<file path="src/rtl/oh_skid_buffer_if.sv">
// +----------------------------------------------------------------------+
// | Module   : oh_skid_buffer_if                                         |
// | Brief    : valid/ready/data stream bundle with producer/consumer     |
// |            views, used on both sides of the skid buffer.             |
// | Revision : 1.0  initial release                                      |
// +----------------------------------------------------------------------+
`default_nettype none

interface oh_skid_buffer_if #(
    parameter int N = 1
);
    logic         valid;
    logic         ready;
    logic [N-1:0] data;

    // master drives a beat, slave accepts it
    modport master (output valid, output data, input ready);
    modport slave  (input valid, input data, output ready);
endinterface

`default_nettype wire

</file>
<file path="src/rtl/oh_skid_buffer.sv">
// +----------------------------------------------------------------------+
// | Module   : oh_skid_buffer                                            |
// | Brief    : two-entry registered valid/ready elastic buffer; every    |
// |            output comes straight from a flop.                        |
// | Revision : 1.0  initial release                                      |
// +----------------------------------------------------------------------+
`default_nettype none

module oh_skid_buffer #(
    parameter int N          = 1,
    parameter     RESET_DATA = "TRUE"
) (
    input  wire logic         clk,
    input  wire logic         reset,
    oh_skid_buffer_if.slave   in_s,
    oh_skid_buffer_if.master  out_m,
    output logic              full
);

    typedef enum logic [1:0] {
        EMPTY = 2'd0,
        BUSY  = 2'd1,
        FULL  = 2'd2
    } state_t;

    state_t       state_q, state_d;
    logic         in_ready_q, in_ready_d;
    logic         out_valid_q, out_valid_d;
    logic         full_q, full_d;
    logic [N-1:0] out_data_q, out_data_d;
    logic [N-1:0] skid_q, skid_d;

    logic         w_in_xfer;
    logic         w_out_xfer;

    assign w_in_xfer  = in_s.valid & in_ready_q;
    assign w_out_xfer = out_valid_q & out_m.ready;

    always_comb begin
        state_d    = state_q;
        out_data_d = out_data_q;
        skid_d     = skid_q;
        unique case (state_q)
            EMPTY: begin
                if (w_in_xfer) begin
                    state_d    = BUSY;
                    out_data_d = in_s.data;
                end
            end
            BUSY: begin
                if (w_in_xfer && w_out_xfer) begin
                    out_data_d = in_s.data;
                end else if (w_in_xfer) begin
                    state_d = FULL;
                    skid_d  = in_s.data;
                end else if (w_out_xfer) begin
                    state_d = EMPTY;
                end
            end
            FULL: begin
                if (w_out_xfer) begin
                    state_d    = BUSY;
                    out_data_d = skid_q;
                end
            end
            default: state_d = EMPTY;
        endcase
        // status flags are decoded from the next state so they can be flopped
        in_ready_d  = (state_d != FULL);
        out_valid_d = (state_d != EMPTY);
        full_d      = (state_d == FULL);
    end

    always_ff @(posedge clk) begin
        if (reset) begin
            state_q     <= EMPTY;
            in_ready_q  <= 1'b0;
            out_valid_q <= 1'b0;
            full_q      <= 1'b0;
        end else begin
            state_q     <= state_d;
            in_ready_q  <= in_ready_d;
            out_valid_q <= out_valid_d;
            full_q      <= full_d;
        end
    end

    generate
        if (RESET_DATA == "TRUE") begin : g_reset_data
            always_ff @(posedge clk) begin
                if (reset) begin
                    out_data_q <= '0;
                    skid_q     <= '0;
                end else begin
                    out_data_q <= out_data_d;
                    skid_q     <= skid_d;
                end
            end
        end else begin : g_no_reset_data
            always_ff @(posedge clk) begin
                out_data_q <= out_data_d;
                skid_q     <= skid_d;
            end
        end
    endgenerate

    assign in_s.ready  = in_ready_q;
    assign out_m.valid = out_valid_q;
    assign out_m.data  = out_data_q;
    assign full        = full_q;

endmodule

`default_nettype wire

</file>
<file path="src/flat_wrapper.sv">
// flat-port wrapper written by rule: the top's interface ports become plain ports
module oh_skid_buffer_flat 
#(
    parameter int N          = 1,
    parameter     RESET_DATA = "    "
)
  (clk, reset, full, in_s_valid, in_s_data, in_s_ready, out_m_valid, out_m_data, out_m_ready);
  oh_skid_buffer_if #(.N(N)) in_s_i ();
  oh_skid_buffer_if #(.N(N)) out_m_i ();
  input  wire logic clk;
  input  wire logic reset;
  output logic full;
  input wire logic [$bits(in_s_i.valid)-1:0] in_s_valid;
  input wire logic [$bits(in_s_i.data)-1:0] in_s_data;
  output wire logic [$bits(in_s_i.ready)-1:0] in_s_ready;
  output wire logic [$bits(out_m_i.valid)-1:0] out_m_valid;
  output wire logic [$bits(out_m_i.data)-1:0] out_m_data;
  input wire logic [$bits(out_m_i.ready)-1:0] out_m_ready;
  assign in_s_i.valid = in_s_valid;
  assign in_s_i.data = in_s_data;
  assign in_s_ready = in_s_i.ready;
  assign out_m_valid = out_m_i.valid;
  assign out_m_data = out_m_i.data;
  assign out_m_i.ready = out_m_ready;
  oh_skid_buffer #(.N(N), .RESET_DATA(RESET_DATA)) u_core (.clk(clk), .reset(reset), .in_s(in_s_i), .out_m(out_m_i), .full(full));
endmodule
</file>
<file path="config.mk">
export PLATFORM = sky130hd
export DESIGN_NAME = oh_skid_buffer_flat
export DESIGN_NICKNAME = d
export VERILOG_FILES = /design/src/rtl/oh_skid_buffer_if.sv /design/src/rtl/oh_skid_buffer.sv /design/src/flat_wrapper.sv
export SDC_FILE = /design/constraint.sdc
export NUM_CORES = 1
export LEC_CHECK = 0
export ABC_CLOCK_PERIOD_IN_PS = 2900
export BUFFER_PORTS_ARGS = -buffer_cell sky130_fd_sc_hd__clkbuf_2
export CORE_AREA = 2 2 39 41
export DETAILED_ROUTE_END_ITERATION = 16
export DIE_AREA = 0 0 41 43
export PLACE_DENSITY = 0.45
export SETUP_SLACK_MARGIN = 0.1
export SYNTH_ARGS = -nofsm -noshare
export SYNTH_HDL_FRONTEND = slang
export SYNTH_SLANG_ARGS = --single-unit
</file>
<file path="constraint.sdc">
create_clock -name clk -period 2.9 [get_ports clk]
set_clock_uncertainty 0.05 [all_clocks]
set_input_delay 0.29 -clock clk [delete_from_list [all_inputs] [get_ports clk]]
set_output_delay 0.29 -clock clk [all_outputs]
set_load 0.01 [all_outputs]
</file>
Word level (Yosys, flattened, before mapping)
Index checks and enable logic that the tools add are counted.
- equality and inequality tests: 7
- mux-type cells: 10
- bitwise logic cells: 3
- reductions and logical operators: 6
- operators by type and width (kind ; count):
    2-bit two-way mux ; 5
    2-bit by 1-bit inequality test with 1-bit output (second input constant) ; 3
    2-bit case mux with 3 select lines ; 1
    2-bit equality test (second input constant) ; 2
    4-bit AND reduction ; 1
    1-bit two-way mux ; 3
    1-bit case mux with 3 select lines ; 1
    3-bit AND reduction ; 1
    3-bit nonzero test ; 1
    1-bit bitwise AND ; 2
    2-bit by 1-bit equality test with 1-bit output (second input constant) ; 1
    2-bit zero test ; 1
    2-bit inequality test (second input constant) ; 1
    2-bit nonzero test ; 1
    1-bit logical AND ; 1
    1-bit inverter ; 1
- bits in registers: 7
- input bits: 5
- output and inout bits: 4
- logic and storage cells: 32

Longest topological paths before layout
Gate-level depths: netlist of the first run.
- depth after elaboration: 6
- mapped depth: 3

Least setup slack after synthesis of the first run
No wires, ideal clock.
- path type: register to register
- from: register u_core.out_valid_q (netlist: u_core.out_m.valid)
- to: register u_core.out_data_q (netlist: u_core.out_m.data), enable pin
- library setup time: 0.314 ns
- arrival time: 0.923 ns
- data required time: 2.536 ns
- slack: 1.613 ns
- stages on the path, launching flop included: 4
- buffers on the path: 0
- period minus slack after synthesis: 1.287 ns
- path through: dfxtp_1 > nand2_2 > or3_1 > o221ai_1
- word-level cells in the longest chain between the ends: 4
- elaborated cells between the ends (all ways): 5
- RTL lines (what ; RTL line ; text):
    from (decl) ; oh_skid_buffer.sv:28 ; logic out_valid_q, out_valid_d;
    from (signal assigned) ; oh_skid_buffer.sv:83 ; out_valid_q <= out_valid_d;
    1-bit bitwise AND (*) ; oh_skid_buffer.sv:37 ; assign w_out_xfer = out_valid_q & out_m.ready;
    1-bit logical AND ; oh_skid_buffer.sv:51 ; if (w_in_xfer && w_out_xfer) begin
    2-bit by 1-bit inequality test with 1-bit output (no source line) ; n/a ;
    4-bit AND reduction (no source line) (*) ; n/a ;
    to (signal assigned) ; oh_skid_buffer.sv:101 ; out_data_q <= out_data_d;
    to (decl) ; oh_skid_buffer.sv:30 ; logic [N-1:0] out_data_q, out_data_d;
Every way passes the cells marked *; elsewhere a longest branch is shown, timed or not.
A chain may end at the register's enable or synchronous reset.

Worst setup path in the final report of the first run
Ends and elaborated chain as after synthesis.

==> results of run 1 <==
## synthesized netlist by cell type
master / instances
mux2_4: 1
nor3_1: 1
nand4b_1: 1
or2_2: 1
or3_1: 1
dfxtp_1: 5
nor4bb_1: 1
nand4_1: 1
edfxtp_1: 2
o221ai_1: 1
a221oi_1: 3
nand2_2: 1
nand2b_2: 1
nand2_1: 3
a21oi_1: 1
a211oi_1: 1
o21ai_0: 1
## how the worst min path moves through the flow
stage	startpoint	depth (start not counted)	end	slack, ns
after floorplan	reset	1	u_core.in_s.ready	0.31
after global placement	in_s_data	1	u_core.skid_q	0.44
after detailed placement	in_s_data	1	u_core.skid_q	0.44
after CTS	in_s_data	1	u_core.skid_q	0.18
after global routing	in_s_data	1	u_core.skid_q	0.17
final	in_s_data	1	u_core.skid_q	0.18
## cell families (layout without fill, tap and decap cells)
family                 after synthesis  after routing  share of synthesized area [%]
AND/OR/NAND/NOR                     11             11                           23.2
AO/OA/AOI/OAI                        7              7                           17.7
flip-flops                           7              7                           54.0
multiplexers                         1              1                           5.06
buffers and inverters                0             12                              0
## sequential cells by signal (all words and copies together), names as in the netlist
signal and flops:
u_core.out_m.valid 1, u_core.full 1, u_core.state_q 2, u_core.in_s.ready 1, u_core.out_m.data 1, u_core.skid_q 1
## metal layers
| metal | wire (um) | global-route usage, % | vias to the layer above |
|---|---|---|---|
| li1 | - | - | 131 |
| met1 | 254 | 10.1 | 113 |
| met2 | 265 | 10.9 | 7 |
| met3 | 38 | 4.71 | 2 |
| met4 | 16 | 8.00 | 0 |
| met5 | 0 | 0 | - |
## through the flow
stage / total power [W] / std cells / instance area (sq um)
after floorplan: 0.000130 / 26 / 297
after global placement: 0.000140 / 50 / 357
after detailed placement: 0.000141 / 50 / 357
after CTS: 0.000234 / 54 / 383
after global routing: 0.000246 / 54 / 383
final: 0.000231 / 54 / 383
## power by group through the flow
stage / registers [W] / clock network [W] / logic [W]
final: 0.000113 / 0.0000927 / 0.0000253
after global routing: 0.000114 / 0.000104 / 0.0000278
after CTS: 0.000113 / 0.0000949 / 0.0000255
after detailed placement: 0.000115 / 0 / 0.0000252
after global placement: 0.000115 / 0 / 0.0000253
after floorplan: 0.000116 / 0 / 0.0000137
## cells in the final DEF (no fill, tap or decap), drive strengths merged
cell type	n
or2	1
clkbuf	12
nand4	1
a211oi	1
a221oi	3
a21oi	1
mux2	1
nand4b	1
o221ai	1
edfxtp	2
o21ai	1
nand2b	1
dfxtp	5
nand2	4
or3	1
nor4bb	1
nor3	1
## layout make-up
| cell class | count | area share [%] |
|---|---|---|
| sequential | 7 | 41.8 |
| multi-input combinational | 19 | 35.6 |
| timing repair buffer | 8 | 10.5 |
| clock buffer | 4 | 6.86 |
| tap | 16 | 5.23 |
## worst max-delay path, delay by kind of cell (launching register included)
kind            cells  cell delay [ns]
simple gates        2             0.47
flops               1             0.38
compound gates      1             0.08
==> key figures, run 1 <==
Worst setup path
  • CP endpoint: u_core.out_m.data
  • Crit. End Element: flip-flop
  • Worst reg2reg startpoint: u_core.out_m.valid
  • Crit start category: flip-flop
  • RR Endpoint: u_core.out_m.data
  • Crit-path cells: nand2_2 -> or3_1 -> o221ai_1
  • CP peak stage delay: 0.38 ns
  • Critical Setup Path Class: reg -> reg
  • Internal reg-to-reg setup slack: 1.62 ns
  • Slowest CP cell: dfxtp_1
  • Required time of the critical path: 2.80 ns
  • Worst R2R Path Depth: 3
  • Arr. time, crit path: 1.18 ns
  • CP Max Fanout: 7
  • Crit path from: u_core.out_m.valid

Floorplan
  • Num rows: 14
  • Core ar.: 1380 sq um
  • Initial Utilization: between 20% and 30%
  • Io pins: 9
  • Die Ht: 43 um
  • Die footprint: roughly 1800 sq um
  • Die Wd: 41 um

Yosys
  • Mapped Cells: 26
  • Synth top area share: 33.8%
  • Yosys cell types: 17
  • #FFs+latches synth: 7
  • Yosys warnings: 0
  • Post-Syn Nets: 31
  • Leading area contributor after synthesis: dfxtp_1
  • Synth Area per Inst: 11.4 sq um
  • Mapped cell area: 297 sq um
  • Largest cells by area after synthesis: dfxtp_1 34%, edfxtp_1 20%, a221oi_1 8.9%
  • Sequential share of the synthesized area: between 50% and 60%

Timing
  • Setup TNS: 0 ns
  • Final WS setup: roughly 1.6 ns
  • Min cycle time layout: 1.28 ns
  • RSZ-0062 raised after global routing: false
  • Fin Hold WS: roughly 0.18 ns
  • Hold Violations, Final: 0
  • Fin crit share: 44.2%
  • Final setup viols: 0
  • Slew Limit Headroom: approximately 80%
  • Maximum clock frequency: approximately 780 MHz
  • Final Max Slew Viols: 0
  • Slew @ Worst Pin: roughly 0.32 ns

Global route
  • Number of global-route vias before repair: 235
  • GR Overflow Total: 0
  • Initial antenna violation count: 0
  • Pin count of the biggest net entering global routing: 9
  • First-pass GRT wire length: 959 um
  • Global Route Usage Sum: just under 9%

Final layout
  • Multi-input logic area: 136 sq um
  • Share of cells above drive strength 1: between 30% and 40%
  • Layout Utilization: about 28%
  • Fillers: 154
  • Synthesis-to-layout area growth: 29.1%
  • # diodes: 0
  • Register area: 160 sq um
  • Nets: 44

Clock network
  • Clock root cell: clkbuf_4
  • Clk pin slew, worst setup/hold paths: 0.05 ns
  • H-tree levels: 1
  • Clk Latency, worst-skew pair: 0.26 ns
  • CTS tree: built
  • CTS Hold Bufs: 0
  • Clock buffer count from CTS: 3
  • Postcts setup bufs: 0
  • Post-cts resize count: 0
  • Clk buf depth: 2
  • CTS Sinks: 7

Placed design
  • IO buf count: 8
  • Dpl ws: 1.61 ns
  • DP HPWL: 417 um
  • Routability Congestion: 0.736

Power and ir drop
  • Switching part of the total: between 20% and 30%
  • Switching power: 0.0000586 W
  • P_leak: 0.155 nW
  • Worst VDD drop: between 0.00015 and 0.0002 V
  • Clock share of power: 40.1%
  • Power Density: 604 nW/um^2
  • Comb pwr share: 10.9%
  • Flop pwr share: 49.0%
  • Pint: 0.000173 W

Routing
  • Post-Route WL: between 500 and 600 um
  • DR DRC count: 0
  • Initial drt markers: 0
  • Via count: between 200 and 300
  • Antenna viol nets, final: 0
  • Wirelength per Cell: between 10 and 15 um
  • Routed vias/inst: around 4.7
  • DR pass1 iterations: 1

Min path
  • Hold Crit Class: in -> reg

Job
  • Number of max-cap violations: 0

Run status
  • Status: completed
Power figures use the tool's default switching activity.
==> run 2: changes to the inputs <==
- ABC_AREA: not set -> 1
- ABC_CLOCK_PERIOD_IN_PS: 2900 -> 1250
- PLACE_DENSITY: 0.45 -> 0.47
- clock period: 2.9 -> 1.25 ns (I/O delays scaled with it)
==> run 2 against run 1 <==
Against the previous run:
- global-route usage increased by 0.092 points
- maximum frequency increased by 24%
- hold slack worse by 0.16 ns
- clock-buffer cell count shrank 1
==> key figures, run 2 <==
Global route
  • Pin count of the biggest net entering global routing: 6
  • Number of global-route vias before repair: roughly 290
  • First-pass GRT wire length: 979 um
  • Met1 Use GR: under 10%
  • Met3 usage: 6.28%
  • Initial antenna violation count: 0
  • GRT met2 Usage: 13.8%
  • Global Route Usage Sum: 8.86%
  • Grt peak-use layer: met2
  • GR Overflow Total: 0

Final layout
  • Nets: 55
  • Synthesis-to-layout area growth: 27.9%
  • Share of cells above drive strength 1: 40.8%
  • Flip-flop count of the largest register after layout: 2
  • Commonest non-fill, non-tap cell in the layout: nand2_1
  • Most frequent cells in the layout: 10 x nand2_1, 8 x clkbuf_2, 5 x inv_1, 5 x dfxtp_1, 4 x nand2_2
  • # diodes: 0
  • Largest Register: u_core.state_q

Run status
  • Status: completed

Yosys
  • Post-synth EDFFs: 2
  • Largest cells by area after synthesis: dfxtp_1 32%, edfxtp_1 19%, nand2_1 12%
  • Dominant synthesized flop cell: dfxtp_1
  • #FFs+latches synth: 7
  • Post-Syn Nets: 42
  • Sequential share of the synthesized area: roughly half
  • Synth Area per Inst: 8.49 sq um
  • Synth Area in XOR/XNOR: 0%
  • Portion of netlist area occupied by mux cells: 0%
  • Yosys cell types: 12
  • Post-synthesis adder-cell area fraction: 0%
  • Async set-reset flop share out of synthesis: 0%
  • Synth top cells by count: 10 x nand2_1, 5 x dfxtp_1, 5 x inv_1, 4 x nand2_2
  • Most numerous cell in the Yosys netlist: nand2_1
  • Leading area contributor after synthesis: dfxtp_1
  • Mapped cell area: 314 sq um
  • Synth Area in Compound Gates: 4.78%
  • Mapped Cells: 37
  • Post-Synth Simple-Gate Area: roughly 35%
  • Synth top area share: 31.9%
  • Largest family of logic cells by synthesized area: simple AND/OR/NAND/NOR gates
  • Yosys warnings: 0

Timing
  • Maximum clock frequency: between 900 and 1000 MHz
  • Slew Limit Headroom: approximately 88%
  • RSZ-0062 raised after global routing: false
  • Min cycle time layout: ~1.0 ns
  • Slew @ Worst Pin: 0.182 ns
  • Fin crit share: 82.8%
  • Final setup viols: 0
  • Final Max Slew Viols: 0
  • Hold Violations, Final: 0
  • Setup TNS: 0 ns

Worst setup path
  • Crit. End Element: flip-flop
  • Critical path's top delay family: flip-flops
  • Worst reg2reg startpoint: u_core.state_q[1]
  • Required time of the critical path: approximately 1.2 ns
  • Arr. time, crit path: 0.96 ns
  • CP Max Fanout: 5
  • Internal reg-to-reg setup slack: 0.21 ns
  • Cell mode on critical path: nand2_1
  • Crit start category: flip-flop
  • WP buf/inv: 2
  • RR Endpoint: u_core.out_m.data
  • Critical Setup Path Class: reg -> reg
  • Slowest CP cell: dfxtp_1
  • CP peak stage delay: between 0.3 and 0.4 ns
  • Worst R2R Path Depth: 5
  • Crit-path cells: inv_2 -> nand3_2 -> nand2_1 -> nand2_1 -> inv_1

Placed design
  • Routability Congestion: roughly 0.7
  • DP HPWL: 443 um
  • IO buf count: 8

Floorplan
  • Initial Utilization: 22.7%
  • Num rows: 14
  • Die footprint: 1760 sq um
  • Core ar.: 1380 sq um
  • Die Wd: 41 um
  • Die Ht: around 43 um
  • Io pins: 9

Routing
  • Antenna viol nets, final: 0
  • Via count: 266
  • DR pass1 iterations: 2
  • Initial drt markers: 3
  • Post-Route WL: 548 um
  • Routed vias/inst: 4.09
  • DR DRC count: 0
  • Wirelength per Cell: 8.43 um

Power and ir drop
  • Comb pwr share: 32.8%
  • Switching part of the total: 36.4%
  • Switching power: about 0.00030 W
  • Pint: 0.000516 W
  • Power Density: about 2000 nW/um^2
  • Tot Pwr: 0.000811 W
  • P_leak: 0.225 nW
  • Worst VDD drop: about 0.00057 V
  • Clock share of power: 25.5%
  • Flop pwr share: 41.8%

Clock network
  • Clk Latency, worst-skew pair: 0.25 ns
  • CTS Sinks: 7
  • Clk pin slew, worst setup/hold paths: 0.06 ns
  • Postcts setup bufs: 0
  • H-tree levels: 1
  • Clk buf depth: 2
  • CTS Hold Bufs: 0
  • CTS tree: built
  • Post-cts resize count: 0
  • Clock buffer count from CTS: 3
  • Clock root cell: clkbuf_4

Job
  • Number of max-cap violations: 0

Min path
  • Hold path depth: 2
  • End of the worst hold path: u_core.in_s.ready
  • Hold_sp: reset
  • Hold Crit Class: in -> reg
run 2: cell types whose count changed in the layout (fill, tap and decap cells not counted), moves of 2 or more:
cell and delta:
a221oi_1 -3, inv_1 +5, nand2_1 +7, nand3_1 +3, a21oi_1 +2, clkinv_2 +2, nand2_2 +3
run 2: per-layer routing:
layer / vias to the layer above / routed length, um
met4: 0 / 12
met2: 9 / 269
met5: - / 0
li1: 140 / -
met3: 2 / 43
met1: 115 / 223
run 2: worst reg2reg max path, stage by stage, from the launching register on:
cell	delay, ns
dfxtp_1	0.35
inv_2	0.10
nand3_2	0.09
nand2_1	0.07
nand2_1	0.04
inv_1	0.05
run 2: how the worst max path moves through the flow:
stage               slack [ns]         startpoint  cells past startpoint                end
finish                    0.21  u_core.state_q[1]                      5  u_core.out_m.data
detailed placement        0.23  u_core.state_q[1]                      5  u_core.out_m.data
floorplan                 0.25  u_core.in_s.ready                      4  u_core.out_m.data
global placement          0.23  u_core.state_q[0]                      5  u_core.out_m.data
global route              0.11  u_core.state_q[1]                      5  u_core.out_m.data
CTS                       0.21  u_core.state_q[1]                      5  u_core.out_m.data
run 2: power by group through the flow:
| stage | clock, W | combinational (W) | sequential, W |
|---|---|---|---|
| final | 0.000206 | 0.000266 | 0.000339 |
| after global routing | 0.000225 | 0.000307 | 0.000345 |
| after CTS | 0.000215 | 0.000271 | 0.000339 |
| after detailed placement | 0 | 0.000270 | 0.000343 |
| after global placement | 0 | 0.000269 | 0.000343 |
| after floorplan | 0 | 0.000176 | 0.000358 |
run 2: logic make-up (layout without fill, tap and decap cells):
| logic type | Yosys count | count (layout) |
|---|---|---|
| AO/OA/AOI/OAI | 3 | 3 |
| buffers and inverters | 7 | 19 |
| AND/OR/NAND/NOR | 20 | 20 |
| flip-flops | 7 | 7 |
run 2: final cells by class:
| type | count | area (sq um) |
|---|---|---|
| multi-input cells | 23 | 126 |
| flip-flops and latches | 7 | 160 |
| repair buffers | 8 | 40.0 |
| well taps | 16 | 20.0 |
| inverters | 7 | 27.5 |
| fillers | 165 | 982 |
| clock inverters | 1 | 5.00 |
| clock buffers | 3 | 22.5 |
run 2: per-stage QoR:
stage	worst slack (ns)	instances	utilization (%)	hold WS (ns)	area, sq um
after CTS	0.215	65	29.0	0.0138	402
after floorplan	0.246	37	-	0.144	314
after detailed placement	0.232	61	27.0	0.284	374
final	0.215	65	29.0	0.0180	402
after global placement	0.230	61	27.0	0.276	374
after global routing	0.114	65	29.0	0.00796	402
